==> src/rtl/axis_frame_skid_buffer.sv <==
// -----------------------------------------------------------------------------
// axis_frame_skid_buffer
//
// Frame-sized AXI-Stream buffer. A frame length of 2^config_n samples is
// captured while idle. The block then accepts exactly that many samples on
// the slave port into a small FIFO and forwards them in order on the master
// port. m_last marks the final sample. frame_done pulses once that sample has
// left the block, and the block then returns to idle for the next config.
//
// Ports
//   clk            : single clock, rising edge
//   reset          : synchronous active-high reset
//   s_valid/s_data/s_ready          : AXI-Stream slave (input samples)
//   m_valid/m_data/m_last/m_ready   : AXI-Stream master (output samples)
//   config_n/config_valid/config_ready : frame-size handshake (length = 2^n)
//   n_out          : captured config_n
//   total_samples  : 1 << n_out
//   level          : number of entries currently held
//   frame_done     : one-cycle pulse after the last sample is popped
// -----------------------------------------------------------------------------
module axis_frame_skid_buffer #(
  parameter int SKID_DATA_WIDTH = 16,
  parameter int DEPTH           = 2
) (
  input  logic                       clk,
  input  logic                       reset,
  input  logic                       s_valid,
  input  logic [SKID_DATA_WIDTH-1:0] s_data,
  output logic                       s_ready,
  output logic                       m_valid,
  output logic [SKID_DATA_WIDTH-1:0] m_data,
  output logic                       m_last,
  input  logic                       m_ready,
  input  logic [3:0]                 config_n,
  input  logic                       config_valid,
  output logic                       config_ready,
  output logic [3:0]                 n_out,
  output logic [15:0]                total_samples,
  output logic [$clog2(DEPTH):0]     level,
  output logic                       frame_done
);

  localparam int AW = $clog2(DEPTH);
  localparam int LW = AW + 1;

  typedef enum logic [1:0] {
    ST_IDLE  = 2'd0,
    ST_RUN   = 2'd1,
    ST_DRAIN = 2'd2
  } state_t;

  state_t                     r_state;
  logic [SKID_DATA_WIDTH-1:0] r_mem [DEPTH];
  logic [AW-1:0]              r_rd_ptr;
  logic [AW-1:0]              r_wr_ptr;
  logic [LW-1:0]              r_level;
  logic [16:0]                r_in_count;
  logic [16:0]                r_out_count;
  logic [3:0]                 r_n;
  logic                       r_frame_done;

  logic [15:0] w_total;
  logic [16:0] w_total_ext;
  logic        w_s_ready;
  logic        w_m_valid;
  logic        w_push;
  logic        w_pop;
  logic        w_last;

  assign w_total     = 16'd1 << r_n;
  assign w_total_ext = {1'b0, w_total};

  // Ready is built only from registered state, so there is no combinational
  // path from m_ready to s_ready; a full buffer never passes data through.
  assign w_s_ready = (r_state == ST_RUN) && (r_level < LW'(DEPTH)) &&
                     (r_in_count < w_total_ext);
  assign w_m_valid = (r_level != {LW{1'b0}});
  assign w_push    = s_valid && w_s_ready;
  assign w_pop     = w_m_valid && m_ready;
  // Head of the FIFO is the sample with index r_out_count.
  assign w_last    = w_m_valid && (r_out_count == (w_total_ext - 17'd1));

  assign s_ready       = w_s_ready;
  assign config_ready  = (r_state == ST_IDLE);
  assign m_valid       = w_m_valid;
  assign m_data        = r_mem[r_rd_ptr];
  assign m_last        = w_last;
  assign n_out         = r_n;
  assign total_samples = w_total;
  assign level         = r_level;
  assign frame_done    = r_frame_done;

  // Frame FSM, FIFO storage, pointers, occupancy and counters.
  always_ff @(posedge clk) begin
    if (reset) begin
      r_state      <= ST_IDLE;
      r_rd_ptr     <= {AW{1'b0}};
      r_wr_ptr     <= {AW{1'b0}};
      r_level      <= {LW{1'b0}};
      r_in_count   <= 17'd0;
      r_out_count  <= 17'd0;
      r_n          <= 4'd0;
      r_frame_done <= 1'b0;
      // Clearing storage keeps m_data at zero after reset and drops any
      // partially buffered frame.
      for (int i = 0; i < DEPTH; i++) begin
        r_mem[i] <= {SKID_DATA_WIDTH{1'b0}};
      end
    end else begin
      r_frame_done <= w_pop && w_last;

      if (w_push) begin
        r_mem[r_wr_ptr] <= s_data;
        r_wr_ptr        <= r_wr_ptr + AW'(1);
      end
      if (w_pop) begin
        r_rd_ptr    <= r_rd_ptr + AW'(1);
        r_out_count <= r_out_count + 17'd1;
      end

      case ({w_push, w_pop})
        2'b10:   r_level <= r_level + LW'(1);
        2'b01:   r_level <= r_level - LW'(1);
        default: r_level <= r_level;
      endcase

      case (r_state)
        ST_IDLE: begin
          if (config_valid) begin
            r_n         <= config_n;
            r_in_count  <= 17'd0;
            r_out_count <= 17'd0;
            r_state     <= ST_RUN;
          end else begin
            r_state <= ST_IDLE;
          end
        end
        ST_RUN: begin
          if (w_push) begin
            r_in_count <= r_in_count + 17'd1;
            if ((r_in_count + 17'd1) == w_total_ext) begin
              r_state <= ST_DRAIN;
            end else begin
              r_state <= ST_RUN;
            end
          end else begin
            r_state <= ST_RUN;
          end
        end
        ST_DRAIN: begin
          // The last sample can only leave after every sample was accepted.
          if (w_pop && w_last) begin
            r_in_count  <= 17'd0;
            r_out_count <= 17'd0;
            r_state     <= ST_IDLE;
          end else begin
            r_state <= ST_DRAIN;
          end
        end
        default: r_state <= ST_IDLE;
      endcase
    end
  end

endmodule

==> config.mk <==
export PLATFORM = sky130hd
export DESIGN_NAME = axis_frame_skid_buffer
export DESIGN_NICKNAME = d
export VERILOG_FILES = /design/src/rtl/axis_frame_skid_buffer.sv
export SDC_FILE = /design/constraint.sdc
export NUM_CORES = 1
export LEC_CHECK = 0
export BUFFER_PORTS_ARGS = -buffer_cell sky130_fd_sc_hd__buf_2
export CORE_MARGIN = 4
export CORE_UTILIZATION = 46
export CTS_BUF_LIST = sky130_fd_sc_hd__clkbuf_16
export DETAILED_ROUTE_END_ITERATION = 12
export PLACE_DENSITY = 0.66
export SLEW_MARGIN = 30
export SYNTH_ARGS = -nofsm -noshare
export SYNTH_HDL_FRONTEND = slang
export SYNTH_SLANG_ARGS = --single-unit
==> constraint.sdc <==
create_clock -name clk -period 6.39 [get_ports clk]
set_input_delay 0.9585 -clock clk [delete_from_list [all_inputs] [get_ports clk]]
set_output_delay 0.9585 -clock clk [all_outputs]
set_load 0.005 [all_outputs]
==> results of run 1 <==
[logic make-up (layout without fill, tap and decap cells)]
| logic type | count (synthesis) | count (layout) |
|---|---|---|
| compound gates | 103 | 103 |
| xor+xnor | 50 | 50 |
| fa+ha+maj | 20 | 20 |
| buf+inv | 74 | 121 |
| flops | 78 | 78 |
| mux | 22 | 22 |
| simple gates | 225 | 225 |
[layout make-up]
| type | count | area (um2) | share of cell area (%) |
|---|---|---|---|
| timing repair buffer | 72 | 373 | 6.48 |
| multi-input combinational | 420 | 2880 | 50.0 |
| sequential | 78 | 1880 | 32.7 |
| tap | 140 | 175 | 3.04 |
| clock buffer | 9 | 225 | 3.91 |
| clock inverter | 7 | 97.6 | 1.70 |
| inverter | 33 | 124 | 2.15 |
[placed cells by master, fill, tap and decap left out, types with 5 or more instances in the layout]
cell / Yosys / routed
clkbuf_16: 0 / 9
buf_4: 0 / 5
nor3b_1: 5 / 5
nand2_1: 31 / 31
inv_1: 33 / 34
o21a_1: 8 / 8
dfxtp_1: 46 / 46
o21ai_0: 14 / 12
a31oi_1: 6 / 6
xnor2_1: 34 / 34
mux2_2: 16 / 16
edfxtp_1: 32 / 32
and3_1: 12 / 12
nand2b_1: 7 / 7
a211oi_1: 13 / 13
ha_1: 20 / 20
and2_1: 36 / 36
a21oi_1: 30 / 30
nand3_1: 25 / 25
xor2_1: 16 / 16
mux2i_1: 6 / 6
nor4_1: 6 / 6
nand4_1: 11 / 11
nor2_1: 32 / 32
buf_2: 3 / 67
or3_1: 5 / 5
nor2b_1: 9 / 9
nor3_1: 28 / 28
[synth_stat cells, drive strengths merged, types with 13 or more instances]
cell | count | area (um2)
dfxtp | 46 | 921
inv | 33 | 124
nor2 | 32 | 120
nand2 | 31 | 116
edfxtp | 32 | 961
nor3 | 28 | 140
a21oi | 31 | 166
o21ai | 14 | 70.1
mux2 | 16 | 180
ha | 20 | 250
xnor2 | 34 | 298
a211oi | 13 | 97.6
nand3 | 25 | 125
xor2 | 16 | 140
clkbuf | 32 | 120
and2 | 36 | 225
[where the power goes]
part	total [mW]	internal [mW]	switching, mW
Combinational	0.284	0.129	0.155
Clock	0.562	0.344	0.218
Sequential	0.583	0.547	0.0360
Total	1.43	1.02	0.409
[sequential cells by signal, summed over array words and instances (netlist names), named ones only]
signal / flops
frame_done: 1
level: 2
n_out: 4
r_in_count: 17
r_mem: 32
r_out_count: 17
r_rd_ptr: 1
r_state: 2
r_wr_ptr: 1
[worst max-delay path: stages, from the launching register on]
cell and delay [ps]:
dfxtp_1 920, nor2_1 240, nand2_1 150, ha_1 450, nor4b_1 420, a41oi_1 100, xnor2_1 200, or4_1 540
nor3_1 270, buf_2 160
[worst max path at each step]
stage	from	end	cells past startpoint	slack, ps
floorplan	n_out[2]$_SDFFE_PP0P_	r_mem[1][0]$_SDFFCE_PN0P_	16	1600
global placement	n_out[1]$_SDFFE_PP0P_	r_in_count[12]$_SDFFE_PP0P_	10	2130
detailed placement	n_out[1]$_SDFFE_PP0P_	r_in_count[7]$_SDFFE_PP0P_	10	1910
CTS	n_out[1]$_SDFFE_PP0P_	m_last	9	1670
global route	n_out[1]$_SDFFE_PP0P_	m_last	9	1370
finish	n_out[1]$_SDFFE_PP0P_	m_last	9	1620
[per-layer routing]
layer	GRT usage (%)	wire length, um	vias to the layer above
met1	28.5	6030	2130
li1	-	-	2141
met5	0	0	-
met2	33.0	6140	137
met3	4.81	837	23
met4	7.13	244	0
==> flow_metrics.py, run 1 <==
metrics = {
    "logic_synthesis": {
        "synthMuxAreaShare_pct": 4.75,
        "synth_seq_area_share_pct": 37.2,
        "synth_fa_ha_area_share_pct": 4.95,
        "ys_seq_elements": 78,
        "async_flop_share_pct": 0,
        "synthCells": 572,
        "ys_types": 58,
        "synth_edf_count": 32,
        "ys_warn_count": 0,
        "avgSynthCellArea_um2": 8.84,
        "synthXorXnorAreaFrac_pct": 8.66,
        "synth-compound-area-share_pct": 14.2,
        "synthFlopType": "dfxtp_1",
        "syn_nets": 617,
        "synth_area_mm2": 0.00506,
        "synth_top_family_by_area": "simple AND/OR/NAND/NOR gates",
        "yosys.area_share.simple_pct": 24.4,
    },
    "hold_path": {
        "hold_end": "r_rd_ptr$_SDFFE_PP0P_",
        "whs_path_depth": 2,
        "min_path_type": "flip-flop to flip-flop",
        "hp-start": "r_rd_ptr$_SDFFE_PP0P_",
    },
    "timing": {
        "grt_setup_unrepaired": "false",
        "finClkSkew_ps": 8.05,
        "min_period_ps": 4770,
        "setup_ws_ps": 1620,
        "setup_viol": 0,
        "period_share_pct": 74.6,
        "finalSetupTns_ps": 0,
        "max_freq_ghz": 0.210,
        "worst_pin_slew_ps": 923,
        "slew_headroom_pct": 38.4,
        "hold_viol_final": 0,
        "whs_ps": 519,
        "slew_viol_final": 0,
    },
    "floorplan": {
        "start_util_pct": 46.9,
        "pin_count": 68,
        "die_area_mm2": 0.0127,
        "fp.dieH_um": 113,
        "core_area_mm2": 0.0108,
        "die_w_um": 113,
        "rows": 38,
    },
    "layout": {
        "nNetsFinal": 659,
        "final_util_pct": 53.3,
        "area_growth_pct": 13.8,
        "fill_cells": 1004,
        "fin_cells": 759,
        "final_area_mm2": 0.00576,
        "diodes": 0,
        "final_layout_size_suffix_gt1_share_pct": 17.8,
    },
    "clock_tree": {
        "insertion_delay_ps": 340,
        "cts_tree": "yes",
        "htree_num_levels": 3,
        "root_buffer": "clkbuf_16",
        "cts.reportedPaths.clkPinSlew_ps": 60,
        "ctsResizeCount": 0,
        "cts_buffer_depth": 2,
        "numCtsBuffers": 9,
        "clkSinkCount": 78,
        "cts_hold_buf": 0,
        "post_cts_buffers": 0,
    },
    "placed_design": {
        "port_buffers": 67,
        "dp_hpwl_um": 9410,
        "gp_congestion": 0.934,
        "postPlaceCellArea_mm2": 0.00543,
        "dp_slack_ps": 1910,
        "placed_cells": 743,
    },
    "worst_setup_path": {
        "crit_type": "flip-flop to output pin",
        "r2r_cells": 10,
        "r2r_slack_ps": 1820,
        "worst_setup_path_end_kind": "output pin",
        "crit_fanout": 27,
        "r2r_start": "n_out[1]$_SDFFE_PP0P_",
        "worstPathArrival_ps": 3810,
        "worstReg2RegEnd": "r_in_count[7]$_SDFFE_PP0P_",
        "cp-start-kind": "flip-flop",
        "required_ps": 5430,
    },
    "drt": {
        "wl_um": 13300,
        "num_vias": 4431,
        "viasPerCell": 5.84,
        "dr.pass1.iters": 5,
        "drc": 0,
        "drtIter0Drc": 390,
        "wire_per_inst_um": 17.5,
        "ant_nets": 0,
    },
    "power_and_ir_drop": {
        "ir_worst_vdd_v": 0.000106,
        "total_power_mw": 1.43,
        "leakagePower_nw": 2.33,
        "power_density_mw_per_mm2": 248,
    },
    "global_route": {
        "grt_pass1_vias": 4123,
        "gr-usage-all-layers_pct": 21.0,
        "grt-ovfl-total": 0,
        "grt_max_degree": 47,
        "grt_pass1_wl_um": 21400,
        "antenna_found_initial": 0,
    },
    "job": {
        "cap_violations": 0,
    },
    "status": {
        "status": "complete, no violations",
    },
}
(Power assumes the default switching activity.)
==> run 2: changes to the inputs <==
ABC_AREA = 1   (was unset)
PLACE_DENSITY = 0.68   (was 0.66)
clock period = 3.9 ns   (was 6.39 ns; I/O delays follow)
==> flow_metrics.py, run 2 <==
metrics = {
    "status": {
        "status": "complete, no violations",
    },
    "layout": {
        "final_layout_size_suffix_gt1_share_pct": 18.2,
        "final_cell_mix": "nand2_1, nor2_1, inv_1",
        "area.sequential_mm2": 0.00188,
        "final_common_cell": "nand2_1",
        "nNetsFinal": 830,
        "regMostFlops": "r_mem",
        "top_regs": "r_mem: 32 flops, r_in_count: 17 flops, r_out_count: 17 flops",
        "final_util_pct": 54.6,
        "final_area_mm2": 0.00597,
        "fill_cells": 1070,
        "largest_reg_flops": 32,
        "diodes": 0,
        "area_growth_pct": 15.1,
        "multiInputGateArea_mm2": 0.00286,
    },
    "timing": {
        "grt_setup_unrepaired": "false",
        "slew_viol_final": 0,
        "finClkSkew_ps": 10.2,
        "hold_viol_final": 0,
        "slew_headroom_pct": 41.3,
        "period_share_pct": 89.9,
        "setup_viol": 0,
        "min_period_ps": 3510,
        "finalSetupTns_ps": 0,
        "setup_ws_ps": 393,
        "max_freq_ghz": 0.285,
        "worst_pin_slew_ps": 872,
    },
    "drt": {
        "viasPerCell": 5.25,
        "drtIter0Drc": 211,
        "num_vias": 4883,
        "drc": 0,
        "dr.pass1.iters": 5,
        "wire_per_inst_um": 14.7,
        "wl_um": 13700,
        "ant_nets": 0,
    },
    "global_route": {
        "grt-ovfl-total": 0,
        "antenna_found_initial": 0,
        "grt_max_degree": 36,
        "grt_pass1_vias": 4717,
        "grt_pass1_wl_um": 22400,
        "gr-usage-all-layers_pct": 21.6,
    },
    "floorplan": {
        "pin_count": 68,
        "fp.dieH_um": 114,
        "rows": 38,
        "start_util_pct": 47.5,
        "die_w_um": 114,
        "die_area_mm2": 0.0130,
        "core_area_mm2": 0.0109,
    },
    "worst_setup_path": {
        "r2r_slack_ps": 390,
        "required_ps": 4130,
        "crit_type": "flip-flop to flip-flop",
        "crit_path_cell_trace": "nand2_8, nor2_1, inv_1, ha_1, nand2_1, inv_1, nand3_1, a21oi_1, nor2_1, nand4_1, nor2_1, inv_1, ha_1, a21oi_1, o21ai_0, o21ai_0, a21oi_1",
        "crit_fanout": 10,
        "worstPathArrival_ps": 3730,
        "cp_slowest_cell": "dfxtp_1",
        "cp-start-kind": "flip-flop",
        "worst_setup_path_end_kind": "flip-flop",
        "cpPeakStageDelay_ps": 860,
    },
    "logic_synthesis": {
        "avgSynthCellArea_um2": 7.21,
        "ys_types": 43,
        "synth_seq_area_share_pct": 36.3,
        "yosysMostFrequentCell": "nand2_1",
        "synth_area_mm2": 0.00519,
        "yosysTopAreaCell": "edfxtp_1",
        "yosys-top-cells-count": "nand2_1, nor2_1, inv_1",
        "syn_nets": 765,
        "synth_area_leaders": "edfxtp_1, dfxtp_1, nand2_1",
        "synth_top_area_share_pct": 18.5,
        "ys_warn_count": 0,
        "synth_edf_count": 32,
        "synthFlopType": "dfxtp_1",
        "synthCells": 720,
        "async_flop_share_pct": 0,
        "ys_seq_elements": 78,
    },
    "clock_tree": {
        "cts_hold_buf": 0,
        "cts_buffer_depth": 2,
        "htree_num_levels": 3,
        "ctsResizeCount": 0,
        "clkSinkCount": 78,
        "post_cts_buffers": 0,
        "cts_tree": "yes",
        "insertion_delay_ps": 350,
        "cts.reportedPaths.clkPinSlew_ps": 60,
        "numCtsBuffers": 9,
        "root_buffer": "clkbuf_16",
    },
    "placed_design": {
        "dp_hpwl_um": 10500,
        "postPlaceCellArea_mm2": 0.00563,
        "gp_congestion": 0.970,
        "port_buffers": 67,
        "dp_slack_ps": 456,
    },
    "power_and_ir_drop": {
        "leakagePower_nw": 2.69,
        "power_density_mw_per_mm2": 411,
        "ir_worst_vdd_v": 0.000207,
    },
    "job": {
        "cap_violations": 0,
    },
    "hold_path": {
        "min_path_type": "flip-flop to flip-flop",
    },
}
run 2: cell count changes in the layout (fill, tap and decap cells not counted), moves of 12 or more:
cell,previous run,this run
xnor2_1,34,3
a211oi_1,13,0
and2_1,36,0
nand2_1,31,167
nand3_1,25,71
nor3_1,28,11
inv_1,34,73
nor2_1,32,123
and3_1,12,0
run 2: final cells by class:
| cell class | count | area share, % |
|---|---|---|
| multi-input cells | 538 | 47.9 |
| flip-flops and latches | 78 | 31.5 |
| repair buffers | 73 | 6.37 |
| inverters | 85 | 5.47 |
| clock buffers | 9 | 3.77 |
| well taps | 140 | 2.93 |
| clock inverters | 7 | 2.03 |
run 2: report_power, final:
| part | leakage (nW) | internal (mW) | switching, mW | total [mW] |
|---|---|---|---|---|
| clock | 0.165 | 0.629 | 0.365 | 0.994 |
| combinational | 1.82 | 0.199 | 0.296 | 0.495 |
| sequential | 0.707 | 0.899 | 0.0692 | 0.968 |
| total | 2.69 | 1.73 | 0.730 | 2.46 |
run 2: critical path, delay by kind of cell, from the launching register on:
kind	cells	cell delay, ps
AO/OA/AOI/OAI	5	520
AND/OR/NAND/NOR	7	1070
flip-flops	1	860
adder cells (fa/ha/maj)	2	650
buffers and inverters	3	280
run 2: per-stage QoR:
step,hold WS (ps),cells,power [mW]
final,456,930,2.46
after detailed placement,447,914,1.48
after floorplan,426,720,1.33
after CTS,458,930,2.47
after global routing,468,930,2.57
after global placement,437,914,1.46
run 2: path summary, 6_finish.rpt:
| path | cells past startpoint | from | to |
|---|---|---|---|
| setup reg to reg | 17 | n_out[3]$_SDFFE_PP0P_ | level[1]$_SDFFE_PP0P_ |
| hold reg to reg | 1 | r_rd_ptr$_SDFFE_PP0P_ | r_rd_ptr$_SDFFE_PP0P_ |
| setup / recovery | 17 | n_out[3]$_SDFFE_PP0P_ | level[1]$_SDFFE_PP0P_ |
| hold / removal | 1 | r_rd_ptr$_SDFFE_PP0P_ | r_rd_ptr$_SDFFE_PP0P_ |
run 2: kinds of logic after synthesis:
group                    after synthesis  share of synthesized area (%)
AND/OR/NAND/NOR                      413                           36.1
buffers and inverters                104                           8.56
flip-flops                            78                           36.3
AO/OA/AOI/OAI                         71                           7.55
adder cells (fa/ha/maj)               20                           4.82
XOR/XNOR                              17                           3.01
multiplexers                          17                           3.66
run 2: layer usage:
metal / GRT usage [%] / wire length (um)
met5: 0 / 0
met4: 8.31 / 359
met3: 4.28 / 712
met2: 36.6 / 6630
met1: 27.0 / 5970
